--- src/rtl/divider_unit.sv ---
// divider_unit: multicycle RV32M divide (DIV/DIVU/REM/REMU).
// Radix-2 restoring divide on latched magnitudes, one quotient bit per cycle,
// with a sign-fix cycle at the end. Divide-by-zero and signed overflow
// complete directly from IDLE.
module divider_unit #(
  parameter int XLEN = 32
) (
  input  logic            clk,
  input  logic            reset,
  input  logic            div_valid,
  input  logic [1:0]      DIVop,
  input  logic [XLEN-1:0] dividend,
  input  logic [XLEN-1:0] divisor,
  output logic            div_ready,
  output logic [XLEN-1:0] div_result,
  output logic            busy
);

  localparam int CW = $clog2(XLEN);

  typedef enum logic [1:0] {IDLE, CALC, FIX, DONE} state_t;

  state_t            state_q, state_d;
  logic [1:0]        op_q, op_d;
  logic [XLEN-1:0]   quo_q, quo_d;
  logic [XLEN-1:0]   rem_q, rem_d;
  logic [XLEN-1:0]   dvs_q, dvs_d;
  logic [CW-1:0]     cnt_q, cnt_d;
  logic              qneg_q, qneg_d;
  logic              rneg_q, rneg_d;
  logic [XLEN-1:0]   res_q, res_d;

  logic              a_neg, b_neg;
  logic [XLEN-1:0]   a_abs, b_abs;
  logic [XLEN:0]     rem_sh;
  logic [XLEN+1:0]   diff;
  logic              borrow;

  // Next-state and datapath for all four states
  always_comb begin
    state_d = state_q;
    op_d    = op_q;
    quo_d   = quo_q;
    rem_d   = rem_q;
    dvs_d   = dvs_q;
    cnt_d   = cnt_q;
    qneg_d  = qneg_q;
    rneg_d  = rneg_q;
    res_d   = res_q;

    // Magnitudes are taken only for signed ops (DIVop[0]==0)
    a_neg  = ~DIVop[0] & dividend[XLEN-1];
    b_neg  = ~DIVop[0] & divisor[XLEN-1];
    a_abs  = a_neg ? (~dividend + 1'b1) : dividend;
    b_abs  = b_neg ? (~divisor + 1'b1) : divisor;

    // Trial subtract on the shifted partial remainder; the shifted value can
    // exceed XLEN bits, so compare one bit wider and look at the borrow.
    // Bit XLEN of diff is zero whenever there is no borrow.
    rem_sh = {rem_q, quo_q[XLEN-1]};
    diff   = {1'b0, rem_sh} - {2'b00, dvs_q};
    borrow = |diff[XLEN+1:XLEN];

    unique case (state_q)
      IDLE: begin
        if (div_valid) begin
          op_d   = DIVop;
          dvs_d  = b_abs;
          qneg_d = a_neg ^ b_neg;
          rneg_d = a_neg;
          if (divisor == '0) begin
            res_d   = DIVop[1] ? dividend : '1;
            state_d = DONE;
          end else if (!DIVop[0] && dividend == {1'b1, {(XLEN-1){1'b0}}} &&
                       divisor == '1) begin
            res_d   = DIVop[1] ? '0 : dividend;
            state_d = DONE;
          end else begin
            quo_d   = a_abs;
            rem_d   = '0;
            cnt_d   = CW'(XLEN-1);
            state_d = CALC;
          end
        end
      end
      CALC: begin
        if (!borrow) begin
          rem_d = diff[XLEN-1:0];
          quo_d = {quo_q[XLEN-2:0], 1'b1};
        end else begin
          rem_d = rem_sh[XLEN-1:0];
          quo_d = {quo_q[XLEN-2:0], 1'b0};
        end
        cnt_d = cnt_q - 1'b1;
        if (cnt_q == '0) state_d = FIX;
      end
      FIX: begin
        // Sign flags were only set for signed ops, so unsigned passes through
        if (op_q[1]) res_d = rneg_q ? (~rem_q + 1'b1) : rem_q;
        else         res_d = qneg_q ? (~quo_q + 1'b1) : quo_q;
        state_d = DONE;
      end
      DONE: state_d = IDLE;
      default: state_d = IDLE;
    endcase
  end

  // State registers, asynchronously cleared
  always_ff @(posedge clk or posedge reset) begin
    if (reset) begin
      state_q <= IDLE;
      op_q    <= '0;
      quo_q   <= '0;
      rem_q   <= '0;
      dvs_q   <= '0;
      cnt_q   <= '0;
      qneg_q  <= 1'b0;
      rneg_q  <= 1'b0;
      res_q   <= '0;
    end else begin
      state_q <= state_d;
      op_q    <= op_d;
      quo_q   <= quo_d;
      rem_q   <= rem_d;
      dvs_q   <= dvs_d;
      cnt_q   <= cnt_d;
      qneg_q  <= qneg_d;
      rneg_q  <= rneg_d;
      res_q   <= res_d;
    end
  end

  assign div_ready  = (state_q == DONE);
  assign busy       = (state_q != IDLE);
  assign div_result = res_q;

endmodule

--- config.mk ---
export PLATFORM = sky130hd
export DESIGN_NAME = divider_unit
export DESIGN_NICKNAME = d
export VERILOG_FILES = /design/src/rtl/divider_unit.sv
export SDC_FILE = /design/constraint.sdc
export NUM_CORES = 1
export LEC_CHECK = 0
export CORE_MARGIN = 5
export CORE_UTILIZATION = 30
export CTS_BUF_LIST = sky130_fd_sc_hd__clkbuf_4 sky130_fd_sc_hd__clkbuf_8
export CTS_CLUSTER_DIAMETER = 100
export DETAILED_ROUTE_END_ITERATION = 8
export GPL_TIMING_DRIVEN = 0
export SYNTH_ARGS = -nofsm -noshare
export SYNTH_HDL_FRONTEND = slang
export SYNTH_SLANG_ARGS = --single-unit
--- constraint.sdc ---
create_clock -name clk -period 5.8 [get_ports clk]
set_input_delay 0.58 -clock clk [delete_from_list [all_inputs] [get_ports clk]]
set_output_delay 0.58 -clock clk [all_outputs]
set_load 0.02 [all_outputs]
==> reports/metrics.csv <==
stage,metric,value,unit
outcome,status,finished clean,
clock_tree,H-tree levels,4,
yosys,Synth async-reset ratio,1.000,
floorplan,core box area,37400,um^2
detailed_routing,routed vias,11490,
clock_tree,"Hold-fix buffers, CTS",0,
finish,"commonest cells after routing, fill and taps aside","nand2_1, dfrtp_1, o21ai_0",
yosys,"Seq/Total Area, Yosys",0.3060,
sta,final hold viol count,0,
finish,Final Core Density,0.3603,
floorplan,Die H,204.0,um
clock_tree,CTS Buffer Depth,2,
clock_tree,Post CTS Setup Buffer Count,0,
clock_tree,root buffer cell,clkbuf_8,
global_route,initial antenna violation count,0,
clock_tree,clock slew at reported path FFs,0.09,ns
yosys,Post-Synthesis Cells,1439,
placement,DP Cell Count,2053,
placement,number of buffers inserted by port buffering,102,
finish,Final #Nets,1674,
sta,final setup fails,0,
clock_tree,clk_lat worst skew,0.47,ns
floorplan,die width,204.0,um
setup_path,reg2reg end,rem_q[11]$_DFFE_PP0P_,
clock_tree,clk sinks,138,
global_route,GRT overflow,0,
detailed_routing,total routed wirelength,39930,um
flow_run,# Max-Cap Violations,0,
detailed_routing,Via density,5.512,
sta,Final Skew,0.01754,ns
floorplan,die area,41600,um^2
detailed_routing,Post-route DRC,0,
yosys,top_reg_cell synth,dfrtp_1,
floorplan,Initial Util,0.3018,
setup_path,Critical Path Start,dividend[0],
finish,"commonest non-fill, non-tap cell in the layout",nand2_1,
global_route,pin count of the biggest net entering global routing,79,
sta,fmax,225.3,MHz
sta,Slew HR,0.1710,
yosys,"FF+latch count, synth",138,
setup_path,"Req. time, crit path",6.21,ns
setup_path,CP Capture Type,flip-flop,
placement,post-place setup slack,0.9504,ns
detailed_routing,routed length per instance,19.16,um
setup_path,category of the most critical setup path,input pin to flip-flop,
setup_path,worst-path fanout max,9,
pwr,Cell Pwr Density,467.1,nW/um^2
finish,diodes inserted,0,
placement,GP Congestion,0.8905,
finish,share of layout cells above drive strength 1,0.04641,
sta,Slew @ Worst Pin,1.235,ns
global_route,GRT Total Usage,0.1907,
detailed_routing,DR iter-0 viols,1008,
sta,Final period util,0.7653,
yosys,Post-Syn Area,11290,um^2
setup_path,reg2reg path depth,10,
pwr,leakage,5.414,nW
clock_tree,total CTS buffers,17,
pwr,Max VDD drop,0.2510,mV
clock_tree,CTS tree,yes,
clock_tree,cts repair resizes,0,
finish,Layout Cells excl Fill,2084,
detailed_routing,DR pass1 iterations,5,
yosys,net count after synthesis,1552,
floorplan,Rows,71,
setup_path,worst r2r src,state_q[0]$_DFFE_PP0P_,
yosys,number of flops mapped to enable cells by yosys,0,
sta,"crit path setup slack, layout",1.361,ns
sta,Tmin final,4.439,ns
detailed_routing,post-route ant nets,0,
setup_path,WP data arrival,4.85,ns
min_path,worst hold path class,flip-flop to flip-flop,
yosys,Synth Warn #,0,
placement,detailed placement HPWL,31610,um
sta,final slew viol count,0,
sta,RSZ-0062 raised after global routing,no,
setup_path,crit path to,rem_q[11]$_DFFE_PP0P_,
yosys,Synth Area per Inst,7.844,um^2
global_route,vias in the first global route,11360,
floorplan,Top Ports,103,
setup_path,critical path startpoint category,input pin,
finish,"Area growth, synth to finish",19.39,%
setup_path,worst reg2reg setup slack,1.41,ns
yosys,Netlist cell types,73,
global_route,first-pass GRT wire length,63050,um
==> layer usage <==
metal / global-route usage / share of wire / vias up / wire length (um)
li1: - / - / 5431 / -
met1: 0.2633 / 0.45 / 5599 / 18080
met2: 0.3133 / 0.47 / 409 / 18680
met3: 0.02602 / 0.058 / 48 / 2305
met4: 0.05480 / 0.021 / 0 / 856
met5: 0 / 0 / - / 0
==> Yosys cell counts, drive strengths merged (3+ instances only) <==
cell    number  share of area
a21oi      132          0.060
dfrtp      138           0.31
a211oi       6         0.0040
nand2b      13         0.0072
ha          43          0.048
a21o         8         0.0053
nand3       30          0.013
inv         61          0.020
nor4        14         0.0094
o311ai      12         0.0093
and4b        3         0.0027
nor2b        8         0.0044
xor2        59          0.046
nor3b        3         0.0020
or3         16         0.0093
and3b        4         0.0031
and2         7         0.0039
clkbuf      70          0.023
buf         25          0.011
o211ai      50          0.034
o21ai      144          0.064
nand4       15         0.0083
xnor2       80          0.062
or4         11         0.0076
a211o        3         0.0023
o31ai       44          0.030
o41ai       14          0.011
a31oi       13         0.0072
a32oi        7         0.0054
or2          6         0.0033
nand2      179          0.060
nor3        34          0.015
o21a        31          0.021
and3        10         0.0055
o21bai       4         0.0027
o22ai        3         0.0017
nor2        90          0.030
mux2i       19          0.017
==> where the power goes <==
group,switching [W],leakage [nW],internal [W]
clock network,0.000420,0.239,0.000606
registers,0.000308,1.73,0.00133
logic,0.00227,3.44,0.00135
total,0.00300,5.41,0.00329
==> critical path: stages <==
cell and delay (ns):
clkdlybuf4s50_1 0.65, inv_1 0.08, ha_1 0.26, and4b_1 0.20, clkbuf_1 0.21, nand3_1 0.29, nor4_2 0.14, a211oi_1 0.90
nand2_1 0.48, a2111oi_0 0.84, a221o_1 0.20
==> worst min path at each step <==
stage	start	to	slack [ns]	cells after the start
6_report	dvs_q[15]$_DFFE_PP0P_	dvs_q[15]$_DFFE_PP0P_	0.49	2
5_1_grt	dvs_q[15]$_DFFE_PP0P_	dvs_q[15]$_DFFE_PP0P_	0.51	2
4_1_cts	dvs_q[19]$_DFFE_PP0P_	dvs_q[19]$_DFFE_PP0P_	0.49	2
3_5_place_dp	dvs_q[19]$_DFFE_PP0P_	dvs_q[19]$_DFFE_PP0P_	0.47	2
3_3_place_gp	dvs_q[6]$_DFFE_PP0P_	dvs_q[6]$_DFFE_PP0P_	0.47	2
2_1_floorplan	dvs_q[10]$_DFFE_PP0P_	dvs_q[10]$_DFFE_PP0P_	0.45	2
==> registers in the layout, summed over array words and instances (netlist names) <==
name / cells
state_q: 2
rem_q: 32
cnt_q: 5
quo_q: 32
dvs_q: 32
div_result: 32
qneg_q: 1
op_q: 1
rneg_q: 1
==> through the flow <==
stage / hold WS [ns] / cell area (um^2) / TNS, ns / power, W
final: 0.4862 / 13480 / 0 / 0.006294
after global routing: 0.5057 / 13480 / 0 / 0.006772
after CTS: 0.4909 / 13480 / 0 / 0.006284
after detailed placement: 0.4732 / 12980 / 0 / 0.005245
after global placement: 0.4651 / 12950 / -102.80 / 0.005183
after floorplan: 0.4498 / 11290 / 0 / 0.004000
==> kinds of logic (layout without fill, tap and decap cells) <==
| group | after synthesis | in the layout | synth area share |
|---|---|---|---|
| multiplexers | 21 | 21 | 0.01884 |
| buffers and inverters | 156 | 290 | 0.05498 |
| flip-flops | 138 | 138 | 0.3060 |
| XOR/XNOR | 139 | 139 | 0.1079 |
| AO/OA/AOI/OAI | 490 | 490 | 0.2719 |
| adder cells (fa/ha/maj) | 44 | 44 | 0.04944 |
| AND/OR/NAND/NOR | 451 | 451 | 0.1910 |
==> layout make-up <==
| cell class | count | area, um^2 |
|---|---|---|
| plain buffers | 95 | 391.6 |
| clock buffers | 19 | 249.0 |
| clock inverters | 12 | 246.5 |
| fillers | 3942 | 23920 |
| inverters | 61 | 234.0 |
| multi-input cells | 1145 | 7213 |
| flip-flops and latches | 138 | 3453 |
| well taps | 511 | 639.4 |
| repair buffers | 103 | 1049 |
Note: power is estimated with default switching activity, not from simulation.
